===== config.mk =====
export PLATFORM = sky130hd
export DESIGN_NAME = branch_resolve_tracker
export DESIGN_NICKNAME = d
export VERILOG_FILES = /design/src/rtl/branch_resolve_tracker.sv
export SDC_FILE = /design/constraint.sdc
export NUM_CORES = 1
export LEC_CHECK = 0
export CAP_MARGIN = 20
export CORE_ASPECT_RATIO = 0.7
export CORE_MARGIN = 2
export CORE_UTILIZATION = 45
export CTS_BUF_LIST = sky130_fd_sc_hd__clkbuf_8
export DETAILED_ROUTE_END_ITERATION = 8
export GPL_TIMING_DRIVEN = 1
export PLACE_DENSITY = 0.76
export SYNTH_ARGS = -nofsm -noshare
export SYNTH_HDL_FRONTEND = slang
export SYNTH_SLANG_ARGS = --single-unit

===== constraint.sdc =====
create_clock -name clk -period 2.8 [get_ports clk]
set_clock_uncertainty 0.05 [all_clocks]
set_input_delay 0.56 -clock clk [delete_from_list [all_inputs] [get_ports clk]]
set_output_delay 0.56 -clock clk [all_outputs]
set_load 0.03 [all_outputs]

===== src/rtl/branch_resolve_tracker.sv =====
// Tracks in-flight branch predictions in order, resolves the oldest against the
// actual outcome, and emits predictor updates, flush pulses and hit/miss stats.
module branch_resolve_tracker #(
  parameter int ADDRESS_BITS = 4,
  parameter int DEPTH        = 4,
  parameter int COUNT_BITS   = 16
) (
  input  logic                       clk,
  input  logic                       reset,
  input  logic                       pred_valid,
  input  logic [ADDRESS_BITS-1:0]    pred_address,
  input  logic                       pred_taken,
  output logic                       pred_ready,
  input  logic                       resolve_valid,
  input  logic                       resolve_taken,
  output logic                       upd_valid,
  output logic [ADDRESS_BITS-1:0]    upd_address,
  output logic                       upd_taken,
  output logic                       mispredict,
  output logic [$clog2(DEPTH):0]     inflight,
  output logic [COUNT_BITS-1:0]      total_count,
  output logic [COUNT_BITS-1:0]      miss_count,
  output logic                       error
);

  localparam int PTR_W = $clog2(DEPTH);
  localparam int OCC_W = PTR_W + 1;
  localparam logic [OCC_W-1:0] FULL = OCC_W'(DEPTH);

  typedef enum logic {RUN, FLUSH} state_t;

  state_t                  state_q, state_d;
  logic [PTR_W-1:0]        wr_ptr_q, wr_ptr_d, rd_ptr_q, rd_ptr_d;
  logic [OCC_W-1:0]        inflight_q, inflight_d;
  logic                    upd_valid_q, upd_valid_d;
  logic [ADDRESS_BITS-1:0] upd_address_q, upd_address_d;
  logic                    upd_taken_q, upd_taken_d;
  logic                    mispredict_q, mispredict_d;
  logic [COUNT_BITS-1:0]   total_q, total_d, miss_q, miss_d;
  logic                    error_q, error_d;

  logic [ADDRESS_BITS-1:0] mem_addr_q  [DEPTH];
  logic                    mem_taken_q [DEPTH];

  logic push, pop, miss, err_evt, mem_we;

  function automatic logic [COUNT_BITS-1:0] sat_inc(input logic [COUNT_BITS-1:0] v);
    return (&v) ? v : v + 1'b1;
  endfunction

  assign pred_ready = (state_q == RUN) && (inflight_q != FULL);
  assign push       = pred_valid && pred_ready;
  assign pop        = resolve_valid && (state_q == RUN) && (inflight_q != '0);
  assign err_evt    = resolve_valid && (state_q == RUN) && (inflight_q == '0);
  assign miss       = pop && (mem_taken_q[rd_ptr_q] != resolve_taken);
  // A mispredicting pop squashes the wrong-path push issued in the same cycle.
  assign mem_we     = push && !miss;

  always_comb begin
    state_d       = state_q;
    wr_ptr_d      = wr_ptr_q;
    rd_ptr_d      = rd_ptr_q;
    inflight_d    = inflight_q;
    upd_valid_d   = 1'b0;
    upd_address_d = upd_address_q;
    upd_taken_d   = upd_taken_q;
    mispredict_d  = 1'b0;
    total_d       = total_q;
    miss_d        = miss_q;
    error_d       = error_q;

    if (push) begin
      wr_ptr_d = wr_ptr_q + 1'b1;
    end
    if (pop) begin
      rd_ptr_d      = rd_ptr_q + 1'b1;
      upd_valid_d   = 1'b1;
      upd_address_d = mem_addr_q[rd_ptr_q];
      upd_taken_d   = resolve_taken;
      total_d       = sat_inc(total_q);
    end
    case ({push, pop})
      2'b10:   inflight_d = inflight_q + 1'b1;
      2'b01:   inflight_d = inflight_q - 1'b1;
      default: inflight_d = inflight_q;
    endcase

    if (miss) begin
      mispredict_d = 1'b1;
      miss_d       = sat_inc(miss_q);
      wr_ptr_d     = '0;
      rd_ptr_d     = '0;
      inflight_d   = '0;
      state_d      = FLUSH;
    end
    if (err_evt) begin
      error_d = 1'b1;
    end
    // Flush window is a single cycle regardless of inputs.
    if (state_q == FLUSH) begin
      state_d = RUN;
    end
  end

  always_ff @(posedge clk or negedge reset) begin
    if (!reset) begin
      state_q       <= RUN;
      wr_ptr_q      <= '0;
      rd_ptr_q      <= '0;
      inflight_q    <= '0;
      upd_valid_q   <= 1'b0;
      upd_address_q <= '0;
      upd_taken_q   <= 1'b0;
      mispredict_q  <= 1'b0;
      total_q       <= '0;
      miss_q        <= '0;
      error_q       <= 1'b0;
    end else begin
      state_q       <= state_d;
      wr_ptr_q      <= wr_ptr_d;
      rd_ptr_q      <= rd_ptr_d;
      inflight_q    <= inflight_d;
      upd_valid_q   <= upd_valid_d;
      upd_address_q <= upd_address_d;
      upd_taken_q   <= upd_taken_d;
      mispredict_q  <= mispredict_d;
      total_q       <= total_d;
      miss_q        <= miss_d;
      error_q       <= error_d;
    end
  end

  // Queue payload is data only; validity is carried by the pointers/occupancy.
  always_ff @(posedge clk) begin
    if (mem_we) begin
      mem_addr_q[wr_ptr_q]  <= pred_address;
      mem_taken_q[wr_ptr_q] <= pred_taken;
    end
  end

  assign upd_valid   = upd_valid_q;
  assign upd_address = upd_address_q;
  assign upd_taken   = upd_taken_q;
  assign mispredict  = mispredict_q;
  assign inflight    = inflight_q;
  assign total_count = total_q;
  assign miss_count  = miss_q;
  assign error       = error_q;

endmodule


==> results.yml <==
routing:
  antenna_left: 0
  drt-pass1-iter-count: 4
  detailroute.via_count: 2027
  wirelength_mm: 5.92
  dr_iter_0_viols: 102
  routed_via_density: 4.99
  remaining_drc_errors: 0
  wire_per_inst_um: 14.6
cells_and_area:
  insertedDiodeCount: 0
  share_of_layout_cells_above_drive_strength_1: 0.106
  multi_input_area_um2: 1270
  regArea_um2: 1800
  layout_common_cells: "clkdlybuf4s50_1, dfrtp_1, nand2_1"
  layout.cells.most_common: "clkdlybuf4s50_1"
  nets: 324
  stdcell_area_um2: 3960
  post-route-util: 0.588
  fill_cells: 549
  layout-area-overhead-vs-synth_pct: 26.8
clock_network:
  clock_pin_transition_on_the_worst_setup_and_hold_timing_paths_ps: 70
  root_buffer: "clkbuf_8"
  cts_tree: "yes"
  cts_made_buffers: 9
  cts-htree-levels: 3
  clock-sinks: 68
  count_of_hold_fix_buffers_inserted_at_cts: 0
  post-cts-setup-buffers: 0
  ctsResizeCount: 0
  clock_latency_of_the_later_clocked_register_in_the_worst_skew_pair_ps: 340
  cts.path.max_buffers: 2
power_and_ir_drop:
  max-vdd-ir-drop_v: 0.000508
  internal-power_w: 0.00230
  switchingPower_w: 0.00140
  leakagePower_nw: 1.62
  relative_contribution_of_sequential_cells_to_total_power: 0.411
  power.share.switching: 0.379
  final_total_power_w: 0.00370
  power.clock.fraction: 0.200
  pwr-share-comb: 0.389
  powerDensity_nw_per_um2: 936
yosys:
  syn-cell-area_um2: 3120
  synth_warnings: 0
  synth.avg_cell_area_um2: 12.8
  mappedNetlistNets: 260
  synth_sequential_area_ratio: 0.578
  synth.distinct_cells: 39
  flip_flop_and_latch_count_after_synthesis: 68
  syn_inst: 243
die:
  die_w_um: 104
  design.portCount: 54
  die_h_um: 73.7
  core_area_um2: 6730
  fp.dieArea_um2: 7620
  effective_utilization_at_floorplan: 0.464
  floorplan.rows: 25
global_routing:
  use_met2: 0.264
  global_route.overflow_total: 0
  grt_pass1_vias: 2001
  number_of_antenna_violations_at_the_first_check_in_global_routing: 0
  grt_busiest_layer: "met2"
  track_usage: 0.171
  grt_pass1_wl_mm: 10.0
  grt_start_max_net_pins: 30
  met1_layer_usage_reported_by_global_route: 0.229
  globalRouteMet3Util: 0.0594
sta:
  grt_setup_unrepaired: "false"
  hold_viol_final: 0
  achievable-frequency_mhz: 407
  min_period_over_period: 0.878
  setup_viol: 0
  timing.final.crit_period_ps: 2460
  worst_slack_ps: 343
  finalSetupTns_ps: 0
  timing.final.max_slew_violations: 0
  worst-slew-pin-transition_ps: 538
  timing.slew.headroom: 0.638
worst_setup_path:
  timing.critical_path.arrival_ps: 1850
  rrSetupSlack_ps: 460
  critical_path.reg2reg.startpoint: "inflight[1]$_DFFE_PN0P_"
  crit_required_ps: 2190
  rr_worst_depth: 7
  critical_path.max_fanout: 6
  cp-end-kind: "output port"
  worstSetupEndpoint: "pred_ready"
  capturing_point_of_the_worst_reg2reg_path: "inflight[2]$_DFFE_PN0P_"
  setup.worst_path.start: "inflight[0]$_DFFE_PN0P_"
  critPathKind: "flip-flop to output port"
  setup.worst_path.start_class: "flip-flop"
placed_design:
  placedInstanceArea_um2: 3770
  port_buffers: 53
  gpl.final_weighted_congestion: 0.801
  dp.final_hpwl_mm: 4.34
  detailedPlace.worstSlack_ps: 153
status:
  outcome: "finished, final reports clean"
min_path:
  hold_path_class: "input port to asynchronous set/reset pin"
run:
  cap_violations: 0
## layer usage
| layer | vias to the layer above | part of all wire |
|---|---|---|
| met2 | 54 | 0.45 |
| met5 | - | 0 |
| met1 | 963 | 0.48 |
| met4 | 0 | 0.015 |
| met3 | 10 | 0.050 |
| li1 | 1000 | - |
## registers in the layout, summed over array words and instances, names as in the netlist
signal	count
state_q	1
upd_taken	1
mispredict	1
rd_ptr_q	2
total_count	16
mem_addr_q	16
upd_valid	1
wr_ptr_q	2
inflight	3
error	1
miss_count	16
upd_address	4
mem_taken_q	4
## cells in the mapped netlist, drive strengths merged
library cell	instances	area, µm²
a21oi	4	20.0
a211oi	2	20.0
nand3	13	65.1
nor3b	2	15.0
nor2b	2	12.5
and3b	4	35.0
mux4	4	105
and4bb	1	12.5
nor3	5	30.0
nand2b	2	12.5
or3	2	12.5
mux2i	5	75.1
o21ai	1	5.00
xor2	10	87.6
ha	6	75.1
inv	4	15.0
nor2	11	41.3
nand4	11	68.8
nand3b	1	7.51
dfrtp	48	1200
a31oi	1	6.26
nor4	6	88.8
edfxtp	20	601
and4	4	35.0
buf	6	36.3
xnor2	22	193
nand2	34	128
fa	1	20.0
and3	6	38.8
a21o	1	7.51
mux2	4	48.8
## how the worst min path moves through the flow
stage	startpoint	endpoint	slack, ps
6_report	reset	upd_address[3]$_DFFE_PN0P_	100
3_5_place_dp	error$_DFFE_PN0P_	error$_DFFE_PN0P_	400
4_1_cts	reset	upd_address[3]$_DFFE_PN0P_	100
3_3_place_gp	error$_DFFE_PN0P_	error$_DFFE_PN0P_	400
2_1_floorplan	reset	error$_DFFE_PN0P_	210
5_1_grt	reset	upd_address[3]$_DFFE_PN0P_	120
## cells by family (layout without fill, tap and decap cells)
family	count (synthesis)	after routing	share of synthesized area
buf+inv	10	79	0.0164
xor+xnor	32	32	0.0898
simple gates	104	104	0.193
flops	68	68	0.578
compound gates	9	9	0.0189
mux	13	13	0.0734
fa+ha+maj	7	7	0.0305
## power by group through the flow
stage | registers, W | logic (W) | clock network, W
floorplan | 0.00174 | 0.000700 | 0
global placement | 0.00153 | 0.00141 | 0
detailed placement | 0.00154 | 0.00145 | 0
CTS | 0.00152 | 0.00146 | 0.000771
global route | 0.00156 | 0.00157 | 0.000808
finish | 0.00152 | 0.00144 | 0.000741
## critical path, cell delays in order, from the launching register on
cell and delay, ps:
dfrtp_1 500, nor2_1 120, a21oi_1 200, clkdlybuf4s50_1 700
## layout make-up
| class | instances | share of cell area |
|---|---|---|
| clock buffer | 9 | 0.0313 |
| clock inverter | 7 | 0.0152 |
| inverter | 4 | 0.00380 |
| multi-input combinational | 165 | 0.320 |
| sequential | 68 | 0.456 |
| tap | 94 | 0.0297 |
| timing repair buffer | 59 | 0.144 |
## through the flow
stage | cells | hold WS (ps)
floorplan | 243 | 214
global placement | 390 | 396
detailed placement | 390 | 399
CTS | 406 | 95.1
global route | 406 | 118
finish | 406 | 102
(Power assumes the default switching activity.)
==> RTL edit 1, RTL diff (config.mk and constraints unchanged) <==
Take the reset off `upd_address_q` and load it in a clocked block of its own.
--- a/src/rtl/branch_resolve_tracker.sv
+++ b/src/rtl/branch_resolve_tracker.sv
@@ -110,5 +110,4 @@
       inflight_q    <= '0;
       upd_valid_q   <= 1'b0;
-      upd_address_q <= '0;
       upd_taken_q   <= 1'b0;
       mispredict_q  <= 1'b0;
@@ -122,5 +121,4 @@
       inflight_q    <= inflight_d;
       upd_valid_q   <= upd_valid_d;
-      upd_address_q <= upd_address_d;
       upd_taken_q   <= upd_taken_d;
       mispredict_q  <= mispredict_d;
@@ -129,4 +127,8 @@
       error_q       <= error_d;
     end
+  end
+
+  always_ff @(posedge clk) begin
+    upd_address_q <= upd_address_d;
   end
 
Check against the original RTL: differs if reset is asserted again (counterexample within 4 cycles, from zero or initial values and one cycle with reset low); with reset held inactive, the same outputs for 10 cycles.
==> RTL edit 1 against the unedited design <==
Maximum frequency increased by 1.3%. Sequential share of layout area increased by 0.30 points. Sequential cell count unchanged. Utilization increased by 0.54 points. Register-to-register slack improved by 0.10 ns. Largest power group unchanged. Critical endpoint unchanged. Non-clock buffer count decreased by 2. Global-route usage increased by 0.23 points. Wire length increased by 0.59%. Power increased by 2.6%. Area after synthesis decreased by 1.2%. Setup slack improved by 0.032 ns. Cell area increased by 0.44%.
==> RTL edit 1: results (changes against the unedited design) <==
yosys:
  synth_area_leaders: "dfrtp_1, edfxtp_1, xnor2_1"
  synth_fp_nets: 247  # -5.0%
  synth_common_cells: "dfrtp_1, edfxtp_1, xnor2_1"
  post_synth_num_cell_types: 40  # +2.6%
  synth_ff_type: "dfrtp_1"
  synth-edff-count: 24  # +20%
  synth_seq_area_share_pct: 59.1  # +1.3 points
  yosys_warnings: 0  # unchanged
  async_flop_share_pct: 64.7  # -5.9 points
  synth_area_per_cell_um2: 13.4  # +4.4%
layout:
  antenna_cells: 0  # unchanged
  layout-drive-gt1-share_pct: 12.3  # +1.7 points
  fin_nets: 313  # -3.4%
  final_cell_count_no_fill: 395  # -2.7%
  n_fill_cell: 555  # +1.1%
worst_setup_path:
  cp_max_fo: 6  # unchanged
  reg2reg_slack_ns: 0.56  # +0.10 ns
  arrival_ns: 1.81  # -0.04 ns
min_path:
  min_path_type: "flip-flop to flip-flop"
routing:
  ant_nets: 0  # unchanged
  drt-total-wl_um: 5960  # +0.59%
  via_count: 2022  # -0.25%
  firstDrtPassIters: 4  # unchanged
  route.detailed.drc: 0  # unchanged
  drtIter0Drc: 98  # -3.9%
global_routing:
  grt_usage_pct: 17.3  # +0.23 points
  grt_start_max_net_pins: 45  # +50%
  grt_antenna_before_repair: 0  # unchanged
  grt_pass1_vias: 1942  # -2.9%
  grt_pass1_wl_um: 9790  # -2.1%
placement:
  io_buffer_count: 53  # unchanged
  hpwl_um: 4200  # -3.1%
  place_congestion: 0.842  # +5.2%
  place_inst: 377  # -3.3%
  placed_cell_area_mm2: 0.00372  # -1.2%
  place_ws_ns: 0.214  # +0.0615 ns
clock_tree:
  cts_root_buffer: "clkbuf_8"
  clk_path_buf_depth: 2  # unchanged
  path_clk_slew_ns: 0.07  # about the same
  clock_latency_ns: 0.34  # about the same
  htreeDepth: 3  # unchanged
  cts_buffers: 9  # unchanged
power:
  p_leak_nw: 1.57  # -2.7%
  worst_ir_drop_vdd_v: 0.000672  # +32%
sta:
  hold_ws_ns: 0.421  # +0.320 ns
  worst_slew_pin_slew_ns: 0.524  # -0.0145 ns
  period_share_pct: 86.6  # -1.2 points
run_status:
  outcome: "finished, final reports clean"
-- RTL edit 1: area by class of cell --
class	count	area (µm²)	area share, %
Sequential cell	68	1820	45.9
Clock buffer	9	124	3.12
Inverter	8	35.0	0.882
Timing Repair Buffer	57	571	14.4
Clock inverter	7	93.8	2.36
Multi-Input combinational cell	152	1210	30.5
Tap cell	94	118	2.96
-- RTL edit 1: cells by family after synthesis --
logic type | share of synthesized area (%)
buf+inv | 1.66
simple gates | 17.9
flops | 59.1
xor+xnor | 7.67
compound gates | 2.11
fa+ha+maj | 3.08
mux | 8.48
-- RTL edit 1: path summary, 6_finish.rpt --
check / startpoint / endpoint / depth (start not counted)
max: inflight[0] / pred_ready / 3
min: error / error / 1
max reg2reg: rd_ptr_q[1] / mem_addr_q[0][0] / 4
min reg2reg: error / error / 1
max in group asynchronous: reset / mispredict / 3
min in group asynchronous: reset / total_count[3] / 2
-- RTL edit 1: power breakdown --
| group | internal (mW) | switching (mW) |
|---|---|---|
| Clock | 0.499 | 0.381 |
| Combinational | 0.610 | 0.779 |
| Sequential | 1.28 | 0.250 |
| Total | 2.39 | 1.41 |
-- RTL edit 1: what timing repair did --
action / in CTS / in global routing
setup buffers: 0 / 0
resized for setup: 0 / 0
hold buffers: 0 / 1
endpoints found under the hold margin: 0 / 4
-- RTL edit 1: per-layer routing --
metal  wire (µm)  global-route usage, %  vias up
met1        2940                   25.3      993
met5           0                      0        -
met4          67                   4.82        0
li1            -                      -      969
met2        2670                   25.2       49
met3         275                   5.23       11
-- RTL edit 1: critical path, stage by stage, from the launching register on --
cell             delay [ns]
dfrtp_1                0.47
nor2_1                 0.10
a21oi_1                0.20
clkdlybuf4s50_1        0.70
==> RTL edit 2, RTL diff (same settings) <==
Without the edit above. The parameter `DEPTH` goes from 4 to 2.
--- a/src/rtl/branch_resolve_tracker.sv
+++ b/src/rtl/branch_resolve_tracker.sv
@@ -3,5 +3,5 @@
 module branch_resolve_tracker #(
   parameter int ADDRESS_BITS = 4,
-  parameter int DEPTH        = 4,
+  parameter int DEPTH        = 2,
   parameter int COUNT_BITS   = 16
 ) (
Interface: changed (resized inflight); port bits go from 54 to 53. The function was not compared with the original's and may differ.
==> RTL edit 2 against the unedited design <==
Setup slack improved by 0.067 ns. Register-to-register slack improved by 0.14 ns. Area after synthesis down 14%. Critical path type unchanged. Sequential cell count down 13. Via count decreased by 5.9%. Wire length decreased by 8.8%. Utilization grew 0.62 points. Power down 23%. Final cell count decreased by 12%. Cell area fell by 14%. First-iteration DRC count shrank 2.9%.
==> RTL edit 2: results (changes against the unedited design) <==
placement:
  place_inst: 349  # -11%
  hpwl_um: 3990  # -8.0%
  io_buffer_count: 52  # -1.9%
  placed_cell_area_mm2: 0.00331  # -12%
  place_congestion: 0.810  # +1.2%
  place_ws_ns: 0.314  # +0.162 ns
power:
  worst_ir_drop_vdd_v: 0.000522  # +2.6%
  p_leak_nw: 1.45  # -11%
layout:
  final_cell_count_no_fill: 357  # -12%
  area_growth_pct: 27.5
  layout-drive-gt1-share_pct: 16.0  # +5.4 points
  n_fill_cell: 463  # -16%
  fin_nets: 293  # -9.6%
yosys:
  post_synth_num_cell_types: 47  # +21%
  synth_common_cells: "dfrtp_1, xor2_1, nand2_1"
  synth_area_leaders: "dfrtp_1, edfxtp_1, xor2_1"
  async_flop_share_pct: 81.8  # +11 points
  synth_fp_nets: 233  # -10%
  synth_seq_area_share_pct: 53.4  # -4.3 points
  syn-instance-count: 221  # -9.1%
  synth-edff-count: 10  # -50%
worst_setup_path:
  crit_path_top_delay_cell: "clkdlybuf4s50_1"
  arrival_ns: 1.78  # -0.07 ns
  max_stage_delay_ns: 0.68  # -0.02 ns
clock_tree:
  path_clk_slew_ns: 0.09  # +0.02 ns
  cts_buffers: 5  # -4
  clock_latency_ns: 0.31  # -0.03 ns
  htreeDepth: 2  # -1
routing:
  drtIter0Drc: 99  # -2.9%
  avgRoutedWirePerCell_um: 15.1  # +3.7%
  viasPerCell: 5.34  # +7.0%
global_routing:
  grt_antenna_before_repair: 0  # unchanged
  grt-ovfl-total: 0  # unchanged
  grt_pass1_vias: 1867  # -6.7%
  grt_pass1_wl_um: 9090  # -9.0%
  grt_usage_pct: 18.1  # +1.1 points
  grt_start_max_net_pins: 27  # -10%
sta:
  max_slew_margin_pct: 44.1  # -20 points
run_status:
  outcome: "finished, final reports clean"
==> RTL edit 2: cell count changes after synthesis, moves of 5 or more <==
cell	delta
xor2_1	+15
nor4_1	+5
nand2_1	-13
edfxtp_1	-10
nor4_2	+6
nand3_1	-5
xnor2_1	-18
==> RTL edit 2: logic make-up (layout without fill, tap and decap cells) <==
family          Yosys count  after routing  share of synthesized area (%)
simple gates             92             92                           23.5
flops                    55             55                           53.4
xor+xnor                 30             30                           10.5
buf+inv                  16             77                           3.14
compound gates           15             15                           3.66
mux                      11             11                           4.83
fa+ha+maj                 2              2                          0.937
==> RTL edit 2: final timing paths <==
kind                       slack (ns)                to  cells after the start        start
min in group clk                 0.42             error                      1        error
min reg2reg                      0.42             error                      1        error
max reg2reg                      0.60  mem_addr_q[1][3]                      3  inflight[1]
max in group asynchronous        1.86   total_count[15]                      2        reset
min                              0.14     miss_count[7]                      1        reset
max                              0.41        pred_ready                      3  inflight[0]
==> RTL edit 2: report_power, final <==
group | internal, mW | switching (mW) | leakage (nW)
clock | 0.197 | 0.252 | 0.0524
sequential | 1.01 | 0.218 | 0.674
combinational | 0.503 | 0.688 | 0.720
==> RTL edit 2: cell type report <==
| cell class | count | share of cell area, % |
|---|---|---|
| clock inverters | 2 | 0.257 |
| inverters | 7 | 0.772 |
| flip-flops and latches | 55 | 41.9 |
| well taps | 75 | 2.76 |
| repair buffers | 62 | 17.4 |
| multi-input cells | 150 | 34.5 |
| clock buffers | 6 | 2.43 |
==> RTL edit 2: metal layers <==
layer / global-route usage, % / vias to the layer above / part of all wire [%] / wire length (µm)
met5: 0 / - / 0 / 0
met4: 5.71 / 0 / 1.1 / 60
met3: 4.41 / 8 / 5.0 / 270
met2: 26.7 / 52 / 44 / 2400
met1: 26.4 / 924 / 49 / 2670
li1: - / 923 / - / -
